<file path="config.mk">
export PLATFORM = sky130hd
export DESIGN_NAME = dsp_muladd_cascade
export DESIGN_NICKNAME = d
export VERILOG_FILES = /design/src/rtl/dsp_muladd_cascade.sv
export SDC_FILE = /design/constraint.sdc
export NUM_CORES = 1
export LEC_CHECK = 0
export ABC_AREA = 1
export CAP_MARGIN = 10
export CORE_ASPECT_RATIO = 1.2
export CORE_MARGIN = 5
export CORE_UTILIZATION = 25
export DETAILED_ROUTE_END_ITERATION = 10
export GPL_ROUTABILITY_DRIVEN = 0
export PLACE_DENSITY = 0.44
export SYNTH_ARGS = -nofsm -noshare
export SYNTH_HDL_FRONTEND = slang
export SYNTH_SLANG_ARGS = --single-unit
</file>
<file path="constraint.sdc">
create_clock -name UserCLK -period 5.8 [get_ports UserCLK]
set_input_delay 1.16 -clock UserCLK [delete_from_list [all_inputs] [get_ports UserCLK]]
set_output_delay 1.16 -clock UserCLK [all_outputs]
set_load 0.005 [all_outputs]
</file>
<file path="src/rtl/dsp_muladd_cascade.sv">
// ---------------------------------------------------------------------------
// dsp_muladd_cascade
//   Parametrised multiply-add/accumulate element for a DSP tile column.
//   Q <= (A' * B') + X' + F, wrapped to ACC_WIDTH bits, where
//     A', B', X' : operands, each optionally delayed by one input register
//     X          : C or cascade_in (from the neighbouring tile)
//     F          : Q feedback in accumulate mode, forced to 0 by clr
//   A sticky overflow flag is registered alongside Q.
//
// Ports
//   UserCLK      fabric clock, rising edge
//   rst          asynchronous active-high reset of every register
//   A, B         multiplicand / multiplier
//   C            external addend
//   cascade_in   addend from the neighbouring tile's cascade_out
//   ce           clock enable for every register
//   clr          restart accumulation (qualified by ce)
//   ConfigBits   [0] A_REG [1] B_REG [2] C_REG [3] SIGNED [4] ACC_MODE [5] X_SEL
//   Q            registered result
//   cascade_out  copy of Q for the neighbouring tile
//   ovf          sticky overflow flag
// ---------------------------------------------------------------------------
module dsp_muladd_cascade #(
  parameter int A_WIDTH      = 8,
  parameter int B_WIDTH      = 8,
  parameter int ACC_WIDTH    = 20,
  parameter int NoConfigBits = 6
) (
  input  logic                    UserCLK,
  input  logic                    rst,
  input  logic [A_WIDTH-1:0]      A,
  input  logic [B_WIDTH-1:0]      B,
  input  logic [ACC_WIDTH-1:0]    C,
  input  logic [ACC_WIDTH-1:0]    cascade_in,
  input  logic                    ce,
  input  logic                    clr,
  input  logic [NoConfigBits-1:0] ConfigBits,
  output logic [ACC_WIDTH-1:0]    Q,
  output logic [ACC_WIDTH-1:0]    cascade_out,
  output logic                    ovf
);

  // Two guard bits hold P + X + F exactly in both signed and unsigned mode.
  localparam int EW = ACC_WIDTH + 2;

  generate
    if (ACC_WIDTH < A_WIDTH + B_WIDTH) begin : g_acc_width_check
      $error("dsp_muladd_cascade: ACC_WIDTH must be >= A_WIDTH + B_WIDTH");
    end
    if (NoConfigBits < 6) begin : g_cfg_width_check
      $error("dsp_muladd_cascade: NoConfigBits must be >= 6");
    end
  endgenerate

  // Configuration decode
  logic a_reg_s, b_reg_s, c_reg_s, signed_s, acc_mode_s, x_sel_s;
  assign a_reg_s    = ConfigBits[0];
  assign b_reg_s    = ConfigBits[1];
  assign c_reg_s    = ConfigBits[2];
  assign signed_s   = ConfigBits[3];
  assign acc_mode_s = ConfigBits[4];
  assign x_sel_s    = ConfigBits[5];

  // Registers
  logic [A_WIDTH-1:0]   a_q, a_d;
  logic [B_WIDTH-1:0]   b_q, b_d;
  logic [ACC_WIDTH-1:0] x_q, x_d;
  logic [ACC_WIDTH-1:0] q_q, q_d;
  logic                 ovf_q, ovf_d;

  // Datapath signals
  logic [A_WIDTH-1:0]   a_eff_s;
  logic [B_WIDTH-1:0]   b_eff_s;
  logic [ACC_WIDTH-1:0] x_mux_s;
  logic [ACC_WIDTH-1:0] x_eff_s;
  logic [ACC_WIDTH-1:0] f_s;
  logic [EW-1:0]        a_ext_s, b_ext_s, x_ext_s, f_ext_s;
  logic [EW-1:0]        prod_s;
  logic [EW-1:0]        sum_s;
  logic                 ovf_now_s;

  // Operand selection, extension, multiply-add and overflow detection.
  always_comb begin
    a_eff_s   = A;
    b_eff_s   = B;
    x_mux_s   = C;
    x_eff_s   = C;
    f_s       = {ACC_WIDTH{1'b0}};
    a_ext_s   = {EW{1'b0}};
    b_ext_s   = {EW{1'b0}};
    x_ext_s   = {EW{1'b0}};
    f_ext_s   = {EW{1'b0}};
    prod_s    = {EW{1'b0}};
    sum_s     = {EW{1'b0}};
    ovf_now_s = 1'b0;

    if (a_reg_s) a_eff_s = a_q; else a_eff_s = A;
    if (b_reg_s) b_eff_s = b_q; else b_eff_s = B;
    if (x_sel_s) x_mux_s = cascade_in; else x_mux_s = C;
    if (c_reg_s) x_eff_s = x_q; else x_eff_s = x_mux_s;
    if (acc_mode_s && !clr) f_s = q_q; else f_s = {ACC_WIDTH{1'b0}};

    // Extending both factors to EW bits and keeping the low EW bits of the
    // product yields the exact product, since it fits in A_WIDTH+B_WIDTH bits.
    a_ext_s = {{(EW-A_WIDTH){signed_s & a_eff_s[A_WIDTH-1]}}, a_eff_s};
    b_ext_s = {{(EW-B_WIDTH){signed_s & b_eff_s[B_WIDTH-1]}}, b_eff_s};
    x_ext_s = {{2{signed_s & x_eff_s[ACC_WIDTH-1]}}, x_eff_s};
    f_ext_s = {{2{signed_s & f_s[ACC_WIDTH-1]}}, f_s};

    prod_s = a_ext_s * b_ext_s;
    sum_s  = prod_s + x_ext_s + f_ext_s;

    // Signed: result fits only if the guard bits replicate the ACC sign bit.
    if (signed_s) begin
      ovf_now_s = (sum_s[EW-1:ACC_WIDTH-1] != {3{sum_s[EW-1]}});
    end else begin
      ovf_now_s = |sum_s[EW-1:ACC_WIDTH];
    end
  end

  // Next-state: everything holds while ce is low; clr restarts the sticky flag.
  always_comb begin
    a_d   = a_q;
    b_d   = b_q;
    x_d   = x_q;
    q_d   = q_q;
    ovf_d = ovf_q;
    if (ce) begin
      a_d = A;
      b_d = B;
      x_d = x_mux_s;
      q_d = sum_s[ACC_WIDTH-1:0];
      if (clr) begin
        ovf_d = ovf_now_s;
      end else begin
        ovf_d = ovf_q | ovf_now_s;
      end
    end else begin
      ovf_d = ovf_q;
    end
  end

  // State registers with asynchronous reset.
  always_ff @(posedge UserCLK or posedge rst) begin
    if (rst) begin
      a_q   <= {A_WIDTH{1'b0}};
      b_q   <= {B_WIDTH{1'b0}};
      x_q   <= {ACC_WIDTH{1'b0}};
      q_q   <= {ACC_WIDTH{1'b0}};
      ovf_q <= 1'b0;
    end else begin
      a_q   <= a_d;
      b_q   <= b_d;
      x_q   <= x_d;
      q_q   <= q_d;
      ovf_q <= ovf_d;
    end
  end

  assign Q           = q_q;
  assign cascade_out = q_q;
  assign ovf         = ovf_q;

endmodule

</file>
==> Implementation_results.wiki, run 1 <==
{| class="wikitable"
! Metric !! Value
|-
| Outcome || complete, but fails checks
|-
| Violated checks || negative setup slack
|-
| Overflow left after global routing || 0
|-
| Synthesized cell area || 7961 µm²
|-
| Final number of hold-violating endpoints || 0
|-
| Count of different cell masters after synthesis || 36
|-
| Worst max-slew margin expressed relative to the limit || 27.35%
|-
| Total number of vias || 6931
|-
| Number of fill cells in the layout || 3298
|-
| Reg-to-reg startpoint || a_q[7]
|-
| Remaining antenna violation count after routing || 0
|-
| Sequential cell area fraction in the yosys report || 17.92%
|-
| Number of buffers inserted during clock tree synthesis || 9
|-
| Clock tree root buffer cell || clkbuf_16
|-
| Clock insertion delay at the later pin of the skew report || 0.35 ns
|-
| Post-synthesis async set-or-reset flop share || 100.0%
|-
| Post-synthesis register bit count || 57
|-
| Max Fclk || 165.3 MHz
|-
| Number of cells traversed by the worst register-to-register path || 28
|-
| Signed area change from the synthesized netlist to the final layout || 44.85%
|-
| Number of remaining DRC errors || 0
|-
| Number of antenna violations at the first check in global routing || 0
|-
| Crit-path most repeated cell || inv_2
|-
| Area fraction of the dominant cell type after synthesis || 28.41%
|-
| Critical Path Start Type || input pin
|-
| Final net count || 1498
|-
| Top cells by count, synth || inv_1, nand2_1, fa_1, o21ai_0, nor2_1
|-
| Total count of max-transition violations in the final report || 0
|-
| Maximum number of pins on one net before global-route repair || 69
|-
| Worst setup path category || input pin to flip-flop
|-
| Endpoint class of the critical path || flip-flop
|-
| Layout cells sized above 1 || 26.70%
|-
| Endpoint arrival time on the critical path || 6.28 ns
|-
| Count of flip-flops with a built-in enable after synthesis || 0
|-
| Die Ht || 205.5 µm
|-
| Largest cells by area after synthesis || fa_1, dfrtp_1, inv_1
|-
| Routed length per instance || 13.97 µm
|-
| Sink Count || 57
|-
| Die Footprint || 35530 µm²
|-
| CTS tree || yes
|-
| R2R setup slack || 0.41 ns
|-
| Wire length after detailed routing || 23240 µm
|-
| IO Port Bufs || 106
|-
| CTS max path bufs || 2
|-
| # diodes || 0
|-
| Critical-path cell with the highest stage delay || fa_2
|-
| Number of global-route vias before repair || 7480
|-
| Final Skew || 0.01162 ns
|-
| Vias per Instance || 4.168
|-
| Detailed-placement wirelength estimate || 19510 µm
|-
| H-tree Lvls || 3
|-
| Primary flip-flop cell chosen by synthesis mapping || dfrtp_1
|-
| Post-placement worst setup slack || -1.212 ns
|-
| Die W || 172.9 µm
|-
| Most frequent cell after synthesis || inv_1
|-
| Area leader, netlist || fa_1
|-
| RSZ-0062 raised after global routing || yes
|-
| Number of buffers inserted by hold repair at cts || 0
|-
| Post-layout min period || 6.050 ns
|-
| Floorplan core area || 31450 µm²
|-
| GRT Total Usage || 13.66%
|-
| Crit-path max FO || 8
|-
| Number of setup violations in the final report || 4
|-
| Biggest cell delay along the critical path || 0.62 ns
|-
| Worst Hold Path Cells || 2
|-
| Mapped Cells || 1012
|-
| Count of maximum capacitance violations || 0
|-
| Worst slew pin tran || 1.090 ns
|-
| Pre-antenna DRT Iters || 4
|-
| Count of warnings emitted by yosys || 0
|-
| Number of design-rule violations left by the first detailed-router iteration || 325
|-
| End of the worst register-to-register path || ovf
|-
| Data required, critical path || 6.03 ns
|-
| Starting Density || 25.32%
|-
| Destination of the worst hold path || x_q[8]
|-
| Global-route wire length before repair || 38350 µm
|-
| Number of top-level pins || 107
|-
| Worst setup margin || -0.2497 ns
|-
| Worst min-delay path class || flip-flop to flip-flop
|-
| Row cnt || 71
|-
| Min-Delay Startpoint || x_q[8]
|-
| Clock-pin slew reported for the worst setup and hold paths after clock tree synthesis || 0.07 ns
|-
| Number of nets produced by synthesis || 1253
|-
| Final cycle utilization of the critical path || 104.3%
|-
| Average footprint of a synthesized cell || 7.867 µm²
|}
per-stage QoR:
step           TNS [ns]  std cells  cell area [µm²]  utilization (%)  hold WS (ns)
3_3_place_gp     -14.04       1614            10470            33.30        0.4610
5_1_grt          -2.450       1663            11530            36.67        0.5173
2_1_floorplan   -0.3085       1012             8071                -        0.4478
3_5_place_dp     -13.86       1614            10470            33.30        0.4692
6_report        -0.3209       1663            11530            36.67        0.4815
4_1_cts         -0.5408       1659            11370            36.16        0.4866
layer usage:
layer	vias up	track usage [%]	wire length (µm)
li1	3492	-	-
met1	3324	17.13	10230
met2	86	24.65	12000
met3	29	1.691	491
met4	0	4.135	516
met5	-	0	0
registers in the layout, summed over array words and instances (netlist names):
register and cells:
x_q 20, b_q 8, Q 20, ovf 1, a_q 8
cell type report:
type                    instances  area (µm²)  share of cell area (%)
repair buffers                276        2429                   21.06
multi-input cells             658        5922                   51.35
clock buffers                   9       225.2                   1.953
clock inverters                 7       47.55                  0.4123
well taps                     401       501.7                   4.351
flip-flops and latches         57        1426                   12.37
inverters                     255       980.9                   8.506
cells by family after synthesis:
family	after synthesis	share of synthesized area (%)
simple gates	326	16.60
xor+xnor	15	1.650
flops	57	17.92
mux	20	2.515
compound gates	122	8.172
fa+ha+maj	175	38.16
buf+inv	297	14.99
cells in the final DEF (no fill, tap or decap), types with 4 or more instances in the layout:
master / instances
xor2_1: 5
nand2_2: 17
mux2i_1: 20
inv_1: 224
a21oi_1: 7
dfrtp_1: 57
nor2_2: 15
buf_4: 153
nand3_1: 16
buf_12: 5
nor2_4: 7
a21oi_2: 10
clkdlybuf4s50_1: 87
o21ai_4: 6
ha_1: 47
dlygate4sd2_1: 12
xnor2_1: 6
nand2_1: 192
o21ai_2: 10
clkbuf_16: 9
inv_4: 4
o21ai_1: 6
nand3_2: 6
o21ai_0: 74
buf_6: 11
nor2_1: 53
inv_2: 24
fa_1: 105
buf_2: 5
nand2_4: 7
ha_4: 14
fa_2: 8
clkinv_4: 4
worst max-delay path: cells and delay by family:
kind | cells | cell delay (ns)
compound gates | 2 | 0.11
fa+ha+maj | 7 | 3.31
buf+inv | 9 | 0.74
simple gates | 11 | 0.98
repair_timing:
| action | 4_1_cts | 5_1_grt |
|---|---|---|
| pin swaps | 58 | 36 |
| buffers inserted | 28 | 4 |
| gates cloned | 2 | 0 |
| setup endpoints to repair | 15 | 13 |
| endpoints found under the hold margin | 0 | 0 |
| resized for setup | 149 | 35 |
how the worst max path moves through the flow:
stage	startpoint	end	slack [ns]	depth (start not counted)
final	ConfigBits[1]	ovf	-0.25	29
after global routing	ConfigBits[0]	ovf	-0.44	30
after CTS	ConfigBits[0]	ovf	-0.25	28
after detailed placement	ConfigBits[0]	ovf	-1.21	26
after global placement	ConfigBits[0]	ovf	-1.23	26
after floorplan	ConfigBits[1]	ovf	-0.31	27
Power of run 1 is not shown: default switching activity piles up to over one toggle a cycle in this logic, so the estimate is an artifact.
==> run 2: changes to the inputs <==
--- a/config.mk
+++ b/config.mk
@@ -7,12 +7,14 @@
 export LEC_CHECK = 0
 export ABC_AREA = 1
 export CAP_MARGIN = 10
+export CELL_PAD_IN_SITES_DETAIL_PLACEMENT = 0
+export CELL_PAD_IN_SITES_GLOBAL_PLACEMENT = 1
 export CORE_ASPECT_RATIO = 1.2
 export CORE_MARGIN = 5
 export CORE_UTILIZATION = 25
 export DETAILED_ROUTE_END_ITERATION = 10
 export GPL_ROUTABILITY_DRIVEN = 0
-export PLACE_DENSITY = 0.44
+export PLACE_DENSITY = 0.55
 export SYNTH_ARGS = -nofsm -noshare
 export SYNTH_HDL_FRONTEND = slang
 export SYNTH_SLANG_ARGS = --single-unit
==> run 2 against run 1 <==
The run still ends with negative setup slack left. Hold slack hardly changed. Sequential cell count stayed put. Fmax hardly changed. Critical path depth is 3 lower. Highest routed layer unchanged.
==> Implementation_results.wiki, run 2 (synthesized netlist as in run 1, its figures left out) <==
{| class="wikitable"
! Metric !! Value
|-
| Number of global-route vias before repair || 7353
|-
| Leading registers by flop count || Q: 20 flops, x_q: 20 flops
|-
| Global-route wire length before repair || 38330 µm
|-
| Crit-path max FO || 5
|-
| Worst max-slew margin expressed relative to the limit || 28.95%
|-
| Clock-pin slew reported for the worst setup and hold paths after clock tree synthesis || 0.06 ns
|-
| DR WL met3 || 563 µm
|-
| Count of maximum capacitance violations || 0
|-
| Final Skew || 0.01315 ns
|-
| Sink Count || 57
|-
| Highest Signal Layer || met4
|-
| Worst min-delay path class || flip-flop to flip-flop
|-
| Number of remaining DRC errors || 0
|-
| Launching instance or port of the critical path || ConfigBits[1]
|-
| Endpoint arrival time on the critical path || 6.29 ns
|-
| Remaining antenna violation count after routing || 0
|-
| Final number of hold-violating endpoints || 0
|-
| Wire length after detailed routing || 23330 µm
|-
| Number of buffers inserted by hold repair at cts || 0
|-
| Worst setup margin || -0.2540 ns
|-
| Maximum number of pins on one net before global-route repair || 69
|-
| Met2 WL post-DR || 12050 µm
|-
| Floorplan core area || 31450 µm²
|-
| CTS tree || yes
|-
| Min-Delay Startpoint || x_q[2]
|-
| Commonest cells after routing, fill and taps aside || inv_1, nand2_1, buf_4
|-
| Critical-path cell with the highest stage delay || fa_2
|-
| Final cycle utilization of the critical path || 104.4%
|-
| Most common library cell in the layout ignoring fill and taps || inv_1
|-
| Metal-1 WL || 10410 µm
|-
| # diodes || 0
|-
| Data required, critical path || 6.03 ns
|-
| Clock tree root buffer cell || clkbuf_16
|-
| Pre-antenna DRT Iters || 4
|-
| Clock insertion delay at the later pin of the skew report || 0.35 ns
|-
| Die Ht || 205.5 µm
|-
| Die W || 172.9 µm
|-
| Reg-to-reg startpoint || a_q[7]
|-
| Biggest cell delay along the critical path || 0.65 ns
|-
| Number of top-level pins || 107
|-
| Final standard cell utilization of the core || 37.18%
|-
| Worst setup path category || input pin to flip-flop
|-
| Number of buffers inserted during clock tree synthesis || 9
|-
| Total count of max-transition violations in the final report || 0
|-
| Cell family with the largest share of critical-path delay || adder cells
|-
| Endpoint class of the critical path || flip-flop
|-
| CTS max path bufs || 2
|-
| Critical Path Start Type || input pin
|-
| IO Port Bufs || 106
|-
| H-tree Lvls || 3
|-
| Outcome || complete, but fails checks
|-
| Row cnt || 71
|-
| Violated checks || negative setup slack
|-
| Detailed-placement wirelength estimate || 19470 µm
|-
| Max Fclk || 165.2 MHz
|-
| Buffering stage count on the worst path with inverters included || 7
|-
| Final net count || 1498
|-
| Total number of vias || 6796
|-
| Starting Density || 25.32%
|-
| Vias per Instance || 4.089
|-
| GRT Total Usage || 13.65%
|-
| Signed area change from the synthesized netlist to the final layout || 46.85%
|-
| Cell area after placement || 10460 µm²
|-
| Cell Count, Final, Fillers Out || 1662
|-
| Number of design-rule violations left by the first detailed-router iteration || 220
|-
| R2R setup slack || 0.38 ns
|-
| Post-layout min period || 6.054 ns
|-
| Worst slew pin tran || 1.064 ns
|-
| Overflow left after global routing || 0
|-
| Cell count after placement || 1615
|-
| Number of setup violations in the final report || 2
|-
| Layout cells sized above 1 || 28.23%
|-
| Number of antenna violations at the first check in global routing || 0
|-
| Routed length per instance || 14.04 µm
|-
| RSZ-0062 raised after global routing || yes
|-
| Non-Filler Cell Area, Final || 11690 µm²
|-
| Die Footprint || 35530 µm²
|}
-- run 2: changes by cell type in the layout (fill, tap and decap cells not counted), sizes merged --
cell and delta:
clkdlybuf4s15 +2, clkbuf +3, dlymetal6s2s +1, inv +1, dlygate4sd2 -2, clkinv -3, buf -1, clkinvlp -3
bufinv +1
-- run 2: repair_timing --
action                     in CTS  in global routing
gates cloned                    2                  0
setup endpoints to repair      16                 12
pin swaps                      53                 38
gates resized for setup       147                 75
setup buffers                  19                 12
-- run 2: worst register-to-register path, cell delays in order (launching register included) --
cell      delay [ns]
dfrtp_1         0.35
inv_1           0.10
nand2_4         0.06
o21ai_4         0.08
clkinv_4        0.14
nand2_4         0.10
nor2_4          0.04
inv_2           0.07
fa_2            0.48
fa_2            0.59
buf_4           0.18
fa_1            0.56
fa_1            0.43
fa_1            0.51
inv_1           0.07
ha_4            0.31
nand2_2         0.08
o21ai_1         0.32
a21oi_4         0.11
nand3_2         0.11
xnor2_2         0.12
ha_1            0.24
inv_1           0.07
nand3_2         0.06
nand2_2         0.06
a21oi_2         0.05
-- run 2: per-layer routing --
layer  track usage [%]  vias up
met5                 0        -
met4             3.536        0
met3             2.187       13
met2             24.61       68
met1             17.07     3228
li1                  -     3487
-- run 2: final timing paths --
path / depth (start not counted) / to
worst max-delay path: 26 / ovf
worst min-delay path: 2 / x_q[2]
worst max register to register: 25 / ovf
worst min register to register: 2 / x_q[2]
max in group asynchronous: 3 / x_q[12]
min in group asynchronous: 2 / b_q[1]
-- run 2: final cells by class --
cell class / count / area, µm²
flip-flops and latches: 57 / 1426
inverters: 255 / 979.7
well taps: 401 / 501.7
clock buffers: 12 / 256.5
multi-input cells: 658 / 6098
fillers: 3356 / 19760
clock inverters: 3 / 40.04
repair buffers: 276 / 2389
-- run 2: through the flow --
stage	setup slack (ns)	setup TNS, ns	hold slack [ns]
3_5_place_dp	-1.343	-15.12	0.4689
6_report	-0.2540	-0.3291	0.4817
2_1_floorplan	-0.3085	-0.3085	0.4478
4_1_cts	-0.2598	-0.4855	0.4848
5_1_grt	-0.4494	-1.647	0.5101
3_3_place_gp	-1.361	-15.09	0.4613
Power of run 2 is left out for the same reason.
==> run 3: changes to the inputs <==
--- a/config.mk
+++ b/config.mk
@@ -11,10 +11,11 @@
 export CELL_PAD_IN_SITES_GLOBAL_PLACEMENT = 1
 export CORE_ASPECT_RATIO = 1.2
 export CORE_MARGIN = 5
-export CORE_UTILIZATION = 25
+export CORE_UTILIZATION = 35
+export CTS_CLUSTER_DIAMETER = 120
 export DETAILED_ROUTE_END_ITERATION = 10
 export GPL_ROUTABILITY_DRIVEN = 0
-export PLACE_DENSITY = 0.55
+export PLACE_DENSITY = 0.73
 export SYNTH_ARGS = -nofsm -noshare
 export SYNTH_HDL_FRONTEND = slang
 export SYNTH_SLANG_ARGS = --single-unit
==> run 3 against run 2 <==
The run still ends with negative setup slack left. Sequential cell count unchanged. Core utilization up 13 points. Non-clock buffer count down 21. Sequential share of layout area up 0.52 points. First-iteration DRC count up 8.6%. Count of clock-buffer cells in the layout up 1. Fmax up 0.57%. Setup slack better by 0.034 ns. Critical path type unchanged. Largest cell class unchanged.
==> Implementation_results.wiki, run 3 (synthesized netlist as in run 1, its figures left out) <==
{| class="wikitable"
! Metric !! Value
|-
| Outcome || complete, but fails checks
|-
| Violated checks || negative setup slack
|-
| Total number of vias || 6908
|-
| Number of buffers inserted during clock tree synthesis || 9
|-
| Final cycle utilization of the critical path || 103.8%
|-
| Number of top-level pins || 107
|-
| Critical-path cell with the highest stage delay || fa_2
|-
| Total count of max-transition violations in the final report || 0
|-
| Worst setup margin || -0.2195 ns
|-
| Die Footprint || 25880 µm²
|-
| Worst min-delay path class || flip-flop to flip-flop
|-
| Remaining antenna violation count after routing || 0
|-
| Die W || 147.7 µm
|-
| Critical Path Stages || 28
|-
| Endpoint arrival time on the critical path || 6.25 ns
|-
| Critical Path Start Type || input pin
|-
| Final number of hold-violating endpoints || 0
|-
| Number of remaining DRC errors || 0
|-
| Crit-path max FO || 6
|-
| IO Port Bufs || 106
|-
| CTS max path bufs || 2
|-
| Data required, critical path || 6.03 ns
|-
| Row cnt || 60
|-
| Post-placement worst setup slack || -1.224 ns
|-
| Starting Density || 35.47%
|-
| Overflow left after global routing || 0
|-
| Signed area change from the synthesized netlist to the final layout || 40.86%
|-
| Biggest cell delay along the critical path || 0.65 ns
|-
| Number of global-route vias before repair || 7540
|-
| Most common library cell in the layout ignoring fill and taps || inv_1
|-
| Final net count || 1477
|-
| Worst slew pin tran || 1.031 ns
|-
| CTS tree || yes
|-
| Cell Count, Final, Fillers Out || 1519
|-
| GRT Total Usage || 17.79%
|-
| Maximum number of pins on one net before global-route repair || 69
|-
| Number of fill cells in the layout || 2121
|-
| Clock insertion delay at the later pin of the skew report || 0.35 ns
|-
| Wire length after detailed routing || 21810 µm
|-
| Count of maximum capacitance violations || 0
|-
| Buffering stage count on the worst path with inverters included || 11
|-
| Final Skew || 0.01477 ns
|-
| Detailed-placement wirelength estimate || 17880 µm
|-
| Number of design-rule violations left by the first detailed-router iteration || 239
|-
| Routed length per instance || 14.36 µm
|-
| Number of buffers inserted by hold repair at cts || 0
|-
| Commonest cells after routing, fill and taps aside || inv_1, nand2_1, buf_4
|-
| Clock-pin slew reported for the worst setup and hold paths after clock tree synthesis || 0.06 ns
|-
| Max Fclk || 166.1 MHz
|-
| Cell count after placement || 1483
|-
| Worst max-slew margin expressed relative to the limit || 31.18%
|-
| Die Ht || 175.2 µm
|-
| Floorplan core area || 22450 µm²
|-
| Endpoint class of the critical path || flip-flop
|-
| Sink Count || 57
|-
| Clock tree root buffer cell || clkbuf_16
|-
| RSZ-0062 raised after global routing || yes
|-
| Leading registers by flop count || Q: 20 flops, x_q: 20 flops
|-
| Vias per Instance || 4.548
|-
| Cell family with the largest share of critical-path delay || adder cells
|-
| Layout cells sized above 1 || 25.00%
|-
| Crit-path most repeated cell || inv_1
|-
| # diodes || 0
|-
| Number of cells traversed by the worst register-to-register path || 28
|-
| Pre-antenna DRT Iters || 4
|-
| Number of antenna violations at the first check in global routing || 0
|-
| Worst setup path category || input pin to flip-flop
|-
| Number of setup violations in the final report || 2
|-
| H-tree Lvls || 3
|-
| Global-route wire length before repair || 36920 µm
|-
| Post-layout min period || 6.019 ns
|-
| Worst Hold Path Cells || 2
|}
run 3: cell types whose count changed in the layout (fill, tap and decap cells not counted), moves of 3 or more:
cell	before	now
inv_1	217	220
nand2_1	184	193
nand2_4	8	5
buf_4	154	134
nor2_1	56	61
nand2_2	24	18
nor2_4	11	8
run 3: worst register-to-register path, delay by kind of cell, from the launching register on:
kind / cells / cell delay [ns]
fa+ha+maj: 7 / 3.00
compound gates: 3 / 0.31
simple gates: 7 / 0.46
xor+xnor: 1 / 0.15
flops: 1 / 0.36
buf+inv: 10 / 0.97
run 3: worst paths after layout:
| path | startpoint | end | slack (ns) |
|---|---|---|---|
| min reg2reg | x_q[1] | x_q[1] | 0.48 |
| max in group asynchronous | rst | x_q[8] | 3.87 |
| min | x_q[1] | x_q[1] | 0.48 |
| max reg2reg | a_q[7] | ovf | 0.44 |
| max | ConfigBits[1] | ovf | -0.22 |
| min in group asynchronous | rst | Q[0] | 1.38 |
run 3: cell type report:
class / count / area [µm²] / area share [%]
inverter: 255 / 969.7 / 8.647
clock buffer: 13 / 270.3 / 2.410
timing repair buffer: 255 / 2241 / 19.98
clock inverter: 2 / 12.51 / 0.1116
multi-input combinational: 658 / 5946 / 53.02
sequential: 57 / 1426 / 12.72
tap: 279 / 349.1 / 3.113
run 3: through the flow:
stage                     hold slack [ns]  setup TNS (ns)  util [%]  area (µm²)
final                              0.4831         -0.2575     49.96       11210
after global routing               0.5145          -2.008     49.96       11210
after CTS                          0.4877         -0.2783     49.17       11040
after detailed placement           0.4737          -13.40     45.55       10220
after global placement             0.4637          -12.60     45.55       10220
after floorplan                    0.4478         -0.3085         -        8071
run 3: repair_timing:
item / in CTS / in global routing
gates cloned: 1 / 0
setup endpoints to repair: 15 / 13
resized for setup: 158 / 32
hold endpoints to repair: 0 / 0
pin swaps: 65 / 38
buffers inserted: 14 / 7
run 3: routing by layer:
| layer | GRT usage (%) | routed length (µm) |
|---|---|---|
| met5 | 0 | 0 |
| met4 | 4.468 | 469 |
| met3 | 2.802 | 632 |
| met2 | 32.37 | 11380 |
| met1 | 21.91 | 9327 |
Power of run 3 is left out for the same reason.
